## config.mk

```make
export PLATFORM = sky130hd
export DESIGN_NAME = regfile_mp_flat
export DESIGN_NICKNAME = d
export VERILOG_FILES = /design/src/rtl/regfile_mp_if.sv /design/src/rtl/regfile_mp.sv /design/src/flat_wrapper.sv
export SDC_FILE = /design/constraint.sdc
export NUM_CORES = 2
export LEC_CHECK = 0
export CORE_MARGIN = 2
export CORE_UTILIZATION = 36
export DETAILED_ROUTE_END_ITERATION = 12
export PLACE_DENSITY = 0.48
export SLEW_MARGIN = 10
export SYNTH_ARGS = -nofsm -noshare
export SYNTH_HDL_FRONTEND = slang
export SYNTH_SLANG_ARGS = --single-unit
```

## constraint.sdc

```tcl
create_clock -name clk -period 10.9 [get_ports clk]
set_input_delay 2.18 -clock clk [delete_from_list [all_inputs] [get_ports clk]]
set_output_delay 2.18 -clock clk [all_outputs]
set_load 0.05 [all_outputs]
```

## src/rtl/regfile_mp_if.sv

```systemverilog
// Read/write port bundle between decode/writeback and the multi-port register file.
interface regfile_mp_if #(
    parameter int unsigned WIDTH  = 32,
    parameter int unsigned DEPTH  = 64,
    parameter int unsigned NUM_RD = 2
);
    localparam int unsigned AW = $clog2(DEPTH);

    logic                      ready;
    logic [NUM_RD-1:0]         re;
    logic [NUM_RD*AW-1:0]      ra;
    logic [NUM_RD*WIDTH-1:0]   rd;
    logic [NUM_RD-1:0]         rd_valid;
    logic                      we;
    logic [AW-1:0]             wa;
    logic [WIDTH-1:0]          wd;

    modport master (output re, ra, we, wa, wd, input ready, rd, rd_valid);
    modport slave  (input re, ra, we, wa, wd, output ready, rd, rd_valid);
endinterface

```

## src/rtl/regfile_mp.sv

```systemverilog
// Multi-read-port register file: one write port, NUM_RD registered read ports,
// entry 0 reads as zero, same-edge write bypass, self-clearing sweep after reset.
module regfile_mp #(
    parameter int unsigned WIDTH  = 32,
    parameter int unsigned DEPTH  = 64,
    parameter int unsigned NUM_RD = 2
) (
    input  logic         clk,
    input  logic         reset,
    regfile_mp_if.slave  bus
);
    localparam int unsigned AW = $clog2(DEPTH);

    typedef enum logic {CLEAR, RUN} state_e;

    state_e                    state_q, state_d;
    logic [AW-1:0]             clr_ptr_q, clr_ptr_d;
    logic                      ready_q, ready_d;
    logic [NUM_RD*WIDTH-1:0]   rd_q, rd_d;
    logic [NUM_RD-1:0]         rd_valid_q, rd_valid_d;

    logic [WIDTH-1:0]          mem_q [DEPTH];
    logic                      mem_wen_c;
    logic [AW-1:0]             mem_wa_c;
    logic [WIDTH-1:0]          mem_wd_c;

    logic [AW-1:0]             ra_c [NUM_RD];

    for (genvar g = 0; g < NUM_RD; g++) begin : g_ra
        assign ra_c[g] = bus.ra[g*AW +: AW];
    end

    // Next-state, array write port and read-port update
    always_comb begin
        state_d    = state_q;
        clr_ptr_d  = clr_ptr_q;
        ready_d    = ready_q;
        rd_d       = rd_q;
        rd_valid_d = '0;
        mem_wen_c  = 1'b0;
        mem_wa_c   = clr_ptr_q;
        mem_wd_c   = '0;

        case (state_q)
            CLEAR: begin
                mem_wen_c = 1'b1;
                clr_ptr_d = clr_ptr_q + AW'(1);
                ready_d   = 1'b0;
                rd_d      = '0;
                if (clr_ptr_q == AW'(DEPTH - 1)) begin
                    state_d   = RUN;
                    clr_ptr_d = '0;
                    ready_d   = 1'b1;
                end
            end
            RUN: begin
                ready_d = 1'b1;
                if (bus.we && (bus.wa != '0) && (32'(bus.wa) < DEPTH)) begin
                    mem_wen_c = 1'b1;
                    mem_wa_c  = bus.wa;
                    mem_wd_c  = bus.wd;
                end
                // Out-of-range and entry-0 reads return zero; a same-edge write wins over the array
                for (int unsigned i = 0; i < NUM_RD; i++) begin
                    if (bus.re[i]) begin
                        rd_valid_d[i] = 1'b1;
                        if ((ra_c[i] == '0) || (32'(ra_c[i]) >= DEPTH)) begin
                            rd_d[i*WIDTH +: WIDTH] = '0;
                        end else if (bus.we && (bus.wa == ra_c[i])) begin
                            rd_d[i*WIDTH +: WIDTH] = bus.wd;
                        end else begin
                            rd_d[i*WIDTH +: WIDTH] = mem_q[ra_c[i]];
                        end
                    end
                end
            end
            default: state_d = CLEAR;
        endcase
    end

    always_ff @(posedge clk) begin
        if (reset) begin
            state_q    <= CLEAR;
            clr_ptr_q  <= '0;
            ready_q    <= 1'b0;
            rd_q       <= '0;
            rd_valid_q <= '0;
        end else begin
            state_q    <= state_d;
            clr_ptr_q  <= clr_ptr_d;
            ready_q    <= ready_d;
            rd_q       <= rd_d;
            rd_valid_q <= rd_valid_d;
        end
    end

    // Storage array; no write on an edge that samples reset
    always_ff @(posedge clk) begin
        if (!reset && mem_wen_c) begin
            mem_q[mem_wa_c] <= mem_wd_c;
        end
    end

    assign bus.ready    = ready_q;
    assign bus.rd       = rd_q;
    assign bus.rd_valid = rd_valid_q;
endmodule

```

## src/flat_wrapper.sv

```systemverilog
// flat-port wrapper written by rule: the top's interface ports become plain ports
module regfile_mp_flat 
#(
    parameter int unsigned WIDTH  = 32,
    parameter int unsigned DEPTH  = 64,
    parameter int unsigned NUM_RD = 2
)
  (clk, reset, bus_re, bus_ra, bus_we, bus_wa, bus_wd, bus_ready, bus_rd, bus_rd_valid);
  regfile_mp_if #(.WIDTH(WIDTH), .DEPTH(DEPTH), .NUM_RD(NUM_RD)) bus_i ();
  input  logic clk;
  input  logic reset;
  input wire logic [$bits(bus_i.re)-1:0] bus_re;
  input wire logic [$bits(bus_i.ra)-1:0] bus_ra;
  input wire logic [$bits(bus_i.we)-1:0] bus_we;
  input wire logic [$bits(bus_i.wa)-1:0] bus_wa;
  input wire logic [$bits(bus_i.wd)-1:0] bus_wd;
  output wire logic [$bits(bus_i.ready)-1:0] bus_ready;
  output wire logic [$bits(bus_i.rd)-1:0] bus_rd;
  output wire logic [$bits(bus_i.rd_valid)-1:0] bus_rd_valid;
  assign bus_i.re = bus_re;
  assign bus_i.ra = bus_ra;
  assign bus_i.we = bus_we;
  assign bus_i.wa = bus_wa;
  assign bus_i.wd = bus_wd;
  assign bus_ready = bus_i.ready;
  assign bus_rd = bus_i.rd;
  assign bus_rd_valid = bus_i.rd_valid;
  regfile_mp #(.WIDTH(WIDTH), .DEPTH(DEPTH), .NUM_RD(NUM_RD)) u_core (.clk(clk), .reset(reset), .bus(bus_i));
endmodule
```

After elaboration in Yosys (flattened, before gate mapping) --
Memories as Yosys holds them, arrays and structs flattened. Cells that the tools add are included.
Operators by class: multiply operators 0, equality and inequality tests 5, bitwise operators 1, magnitude comparators 0, add/sub/neg operators 1, multiplexer cells 21, shift operators 0, divide/modulo/power cells 0, reduce and logical (&&, ||, !) cells 9
Operators with widths (number):
- $mux 32 | 8
- $pmux 64 s2 | 1
- $mux 6 | 3
- $eq 6x6->1 | 2
- $logic_not 6->1 | 2
- $mux 1 | 7
- $add 6x1->6 const B | 1
- $eq 6x6->1 const B | 1
- $reduce_bool 6->1 | 1
- $logic_and 1x1->1 | 4
- $ne 2x2->1 const B | 2
- $pmux 1 s2 | 2
- $reduce_or 2->1 | 1
- $logic_not 1->1 | 1
- $not 1->1 | 1
Word-level totals: word-level logic and storage cells 44, ROM bits 0, register bits 74, memories kept 1, output and inout port bits 67, bits of input ports 55, latch bits 0, bits in writable memories 2048
Memories:
- u_core.mem_q | words 64, width 32, rd ports 2, clocked after memory_dff 0, wr ports 1, RTL line regfile_mp.sv:22 | logic [WIDTH-1:0] mem_q [DEPTH];

Longest topological paths before layout --
depth in word-level cells 7, gate-level depth with buffers 12, depth with buffers taken out 6

Worst setup path after synthesis --
Ideal clock, no wire load.
path kind in2reg, start point input bus_wa[2], end point memory u_core.mem_q[48][0], enable pin, path slack 5300 ps, stages on the path 7, setup time 421 ps, arrival 5179 ps, path buffers 2, path through clkbuf_1 -> nor4_1 -> a211oi_2 -> mux2_2 -> or3_1 -> clkbuf_1 -> nor2_1
Between the ends: longest elaborated chain between the ends 7, elaborated cells between the ends (all ways) 9
RTL lines:
- start, declared | RTL line flat_wrapper.sv:15 | input wire logic [$bits(bus_i.wa)-1:0] bus_wa;
- $reduce_bool 6->1 | RTL line regfile_mp.sv:58 | if (bus.we && (bus.wa != '0) && (32'(bus.wa) < DEPTH)) begin
- $logic_and 1x1->1 | RTL line regfile_mp.sv:58
- $mux 1 | RTL line regfile_mp.sv:58
- $pmux 1 s2 | RTL line regfile_mp.sv:44 | case (state_q)
- $logic_and 1x1->1 | RTL line regfile_mp.sv:99 | if (!reset && mem_wen_c) begin
- $mux 1 | RTL line regfile_mp.sv:99
- $mux 1 (implied by the code) | RTL line regfile_mp.sv:100 | mem_q[mem_wa_c] <= mem_wd_c;
- end, declared | RTL line regfile_mp.sv:22
Parallel ways exist; a longest one is shown, timed or not.

Worst setup path after layout --
start point input bus_wa[2], end point memory u_core.mem_q[10][23], enable pin
Same word-level chain as after synthesis.

==> flow_summary.yaml <==
routing:
  route.detailed.drc: 0
  avgRoutedWirePerCell_um: 40.7
  vias: 56413
  viasPerCell: 6.28
  drt_iter0_drc: 7211
  detail-route-antenna-nets: 0
  firstDrtPassIters: 7
  totalWireLength_um: 366000
timing:
  setup_tns_ns: 0
  drv_slew: 0
  fin_skew_ns: 0.0525
  slew_headroom: 0.0819
  grt_setup_unrepaired: "false"
  finalHoldViolations: 0
  worst_pin_slew_ns: 1.37
  timing.final.ws_setup_ns: 4.04
  fmax_mhz: 146
  setup-violations-final: 0
  fin_crit_sh: 0.629
  finalCriticalPeriod_ns: 6.86
yosys:
  synth_cell_types: 60
  synth_ff_type: "edfxtp_1"
  syn_nets: 5141
  synth_sequential_area_ratio: 0.643
  async_reset_ff_frac: 0
  synth_edf_count: 2048
  synthTopCellsByArea: "edfxtp_1 (63%), mux4_2 (22%), mux2i_1 (4.2%), dfxtp_1 (1.5%), a22oi_1 (1.3%)"
  synth_top_area_frac: 0.628
  synth_area_mm2: 0.0979
  synthCells: 5085
  ys_ff_latch: 2121
  synth_warnings: 0
  synth_area_leader_cell: "edfxtp_1"
  avgSynthCellArea_um2: 19.3
global_route:
  grt_max_degree: 119
  grt_first_pass_wirelength_um: 497000
  antenna_found_initial: 19
  track_usage: 0.261
  grt_overflow: 0
  grt_pass1_vias: 56771
run_status:
  status: "complete, no violations"
floorplan:
  pin_count: 122
  rows: 191
  start_util: 0.362
  dieArea_mm2: 0.276
  core_area_mm2: 0.271
  dieHeight_um: 525
  dieWidth_um: 525
power:
  cellLeakagePower_nw: 36.8
  ir_worst_vdd_mv: 0.121
  power.density_mw_per_mm2: 163
  power_mw: 18.1
clock_network:
  post_cts_buffers: 0
  clkLatencyLatePin_ns: 0.91
  clk_pin_slew_worst_paths_ns: 0.06
  cts.sink_count: 2121
  cts_buffer_depth: 4
  cts_tree: "built"
  ctsHoldBuffers: 0
  cts_buffers: 233
  cts-root-buf: "clkbuf_16"
  htreeDepth: 4
  cts-resized-gates: 0
min_path:
  min_path_type: "flip-flop to flip-flop"
run:
  maxCapViolCount: 0
critical_path:
  crit_arrival_ns: 7.37
  r2r_setup_slack_ns: 5.08
  end_kind: "flip-flop"
  critical_path_required_ns: 11.41
  start_kind: "input pin"
  crit_type: "input pin to flip-flop"
  crit_fanout: 50
place:
  port_buffers: 121
  place_congestion: 0.880
  hpwl_um: 238000
  dp_slack_ns: 3.15
cells_and_area:
  nNetsFinal: 5265
  layout_common_cells: "edfxtp_1 (2048), mux4_2 (944), mux2i_1 (413)"
  final_common_cell: "edfxtp_1"
  fillerInstances: 23821
  area_delta_synth_final_pct: 13.8
  drive_gt1_frac: 0.304
==> area by class of cell <==
| class | instances | area, µm² | share of cell area |
|---|---|---|---|
| Sequential cell | 2121 | 63000 | 0.565 |
| Multi-Input combinational cell | 2545 | 33700 | 0.302 |
| Clock buffer | 289 | 6160 | 0.0553 |
| Tap cell | 3570 | 4470 | 0.0401 |
| Timing Repair Buffer | 302 | 2760 | 0.0247 |
| Clock inverter | 135 | 1400 | 0.0125 |
| Antenna cell | 10 | 25.0 | 0.000225 |
| Inverter | 6 | 23.8 | 0.000213 |
==> registers in the layout (all words and copies together) (netlist names) <==
signal and count:
u_core.mem_q 2048, u_core.bus.rd 64, u_core.clr_ptr_q 6, u_core.bus.rd_valid 2
u_core.state_q 1
==> cells by family (layout without fill, tap and decap cells) <==
logic type / after synthesis / after routing / synth area share
other: 0 / 10 / 0
multiplexers: 1396 / 1396 / 0.264
XOR/XNOR: 17 / 17 / 0.00152
AO/OA/AOI/OAI: 653 / 653 / 0.0469
adder cells (fa/ha/maj): 1 / 1 / 0.000128
buffers and inverters: 419 / 732 / 0.0206
flip-flops: 2121 / 2121 / 0.643
AND/OR/NAND/NOR: 478 / 478 / 0.0240
==> worst max-delay path: stages <==
cell,delay [ns]
clkdlybuf4s50_1,0.67
nor4_1,0.17
a211oi_4,0.25
buf_4,0.56
mux2i_1,1.01
nand3_1,0.98
nor2_4,0.98
buf_4,0.49
==> metal layers <==
metal / part of all wire / vias to the layer above / wire length [µm] / track usage
met1: 0.39 / 30935 / 143000 / 0.339
met3: 0.063 / 589 / 23100 / 0.0351
met2: 0.49 / 2635 / 179000 / 0.431
met5: 0.00020 / - / 74 / 0
met4: 0.057 / 10 / 21000 / 0.129
li1: - / 22244 / - / -
==> per-stage QoR <==
step	util	cells	area, µm²	hold slack (ns)
2_1_floorplan	-	5085	97900	0.497
3_3_place_gp	0.384	8544	104000	0.487
3_5_place_dp	0.384	8544	104000	0.491
4_1_cts	0.412	8968	111000	0.499
5_1_grt	0.412	8972	111000	0.540
6_report	0.412	8978	111000	0.505
==> final timing paths <==
kind                                                       end                     startpoint  cells past startpoint
worst max-delay path            u_core.mem_q[10][23]$_DFFE_PP_                      bus_wa[2]                      8
worst min-delay path             u_core.bus.rd[2]$_SDFFE_PP0P_  u_core.bus.rd[2]$_SDFFE_PP0P_                      2
worst max register to register  u_core.mem_q[10][23]$_DFFE_PP_      u_core.state_q$_SDFF_PP0_                      7
worst min register to register   u_core.bus.rd[2]$_SDFFE_PP0P_  u_core.bus.rd[2]$_SDFFE_PP0P_                      2
==> report_power, final <==
group,switching [mW],internal [mW],leakage (nW)
sequential,0.0122,8.83,20.9
combinational,0.795,0.494,12.2
clock,3.34,4.65,3.71
total,4.15,14.0,36.8
==> Yosys cell counts (3+ instances only) <==
cell and count:
mux2_2 39, nand3_1 72, o21ai_1 47, o21a_1 3, nor2b_1 32, inv_1 4, a22o_1 31, o221ai_1 11
mux4_2 944, nand4_1 25, o22ai_1 12, nor3_1 25, dfxtp_1 73, a2111oi_0 3, nand3b_1 4, nor4_1 14
xnor2_1 8, nand2b_1 9, or3_1 3, a221oi_1 95, nand2_1 125, buf_4 48, mux2i_1 413, buf_2 135
a211oi_1 59, and2_1 41, a22oi_1 165, o21ai_0 80, buf_6 12, buf_1 21, clkbuf_1 197, edfxtp_1 2048
a31oi_1 30, a21oi_1 62, o211ai_1 16, and3_1 13, o2111ai_1 11, xor2_1 9, o31ai_1 19, nor2_1 102
No activity file was read; power rests on OpenSTA's default activity.
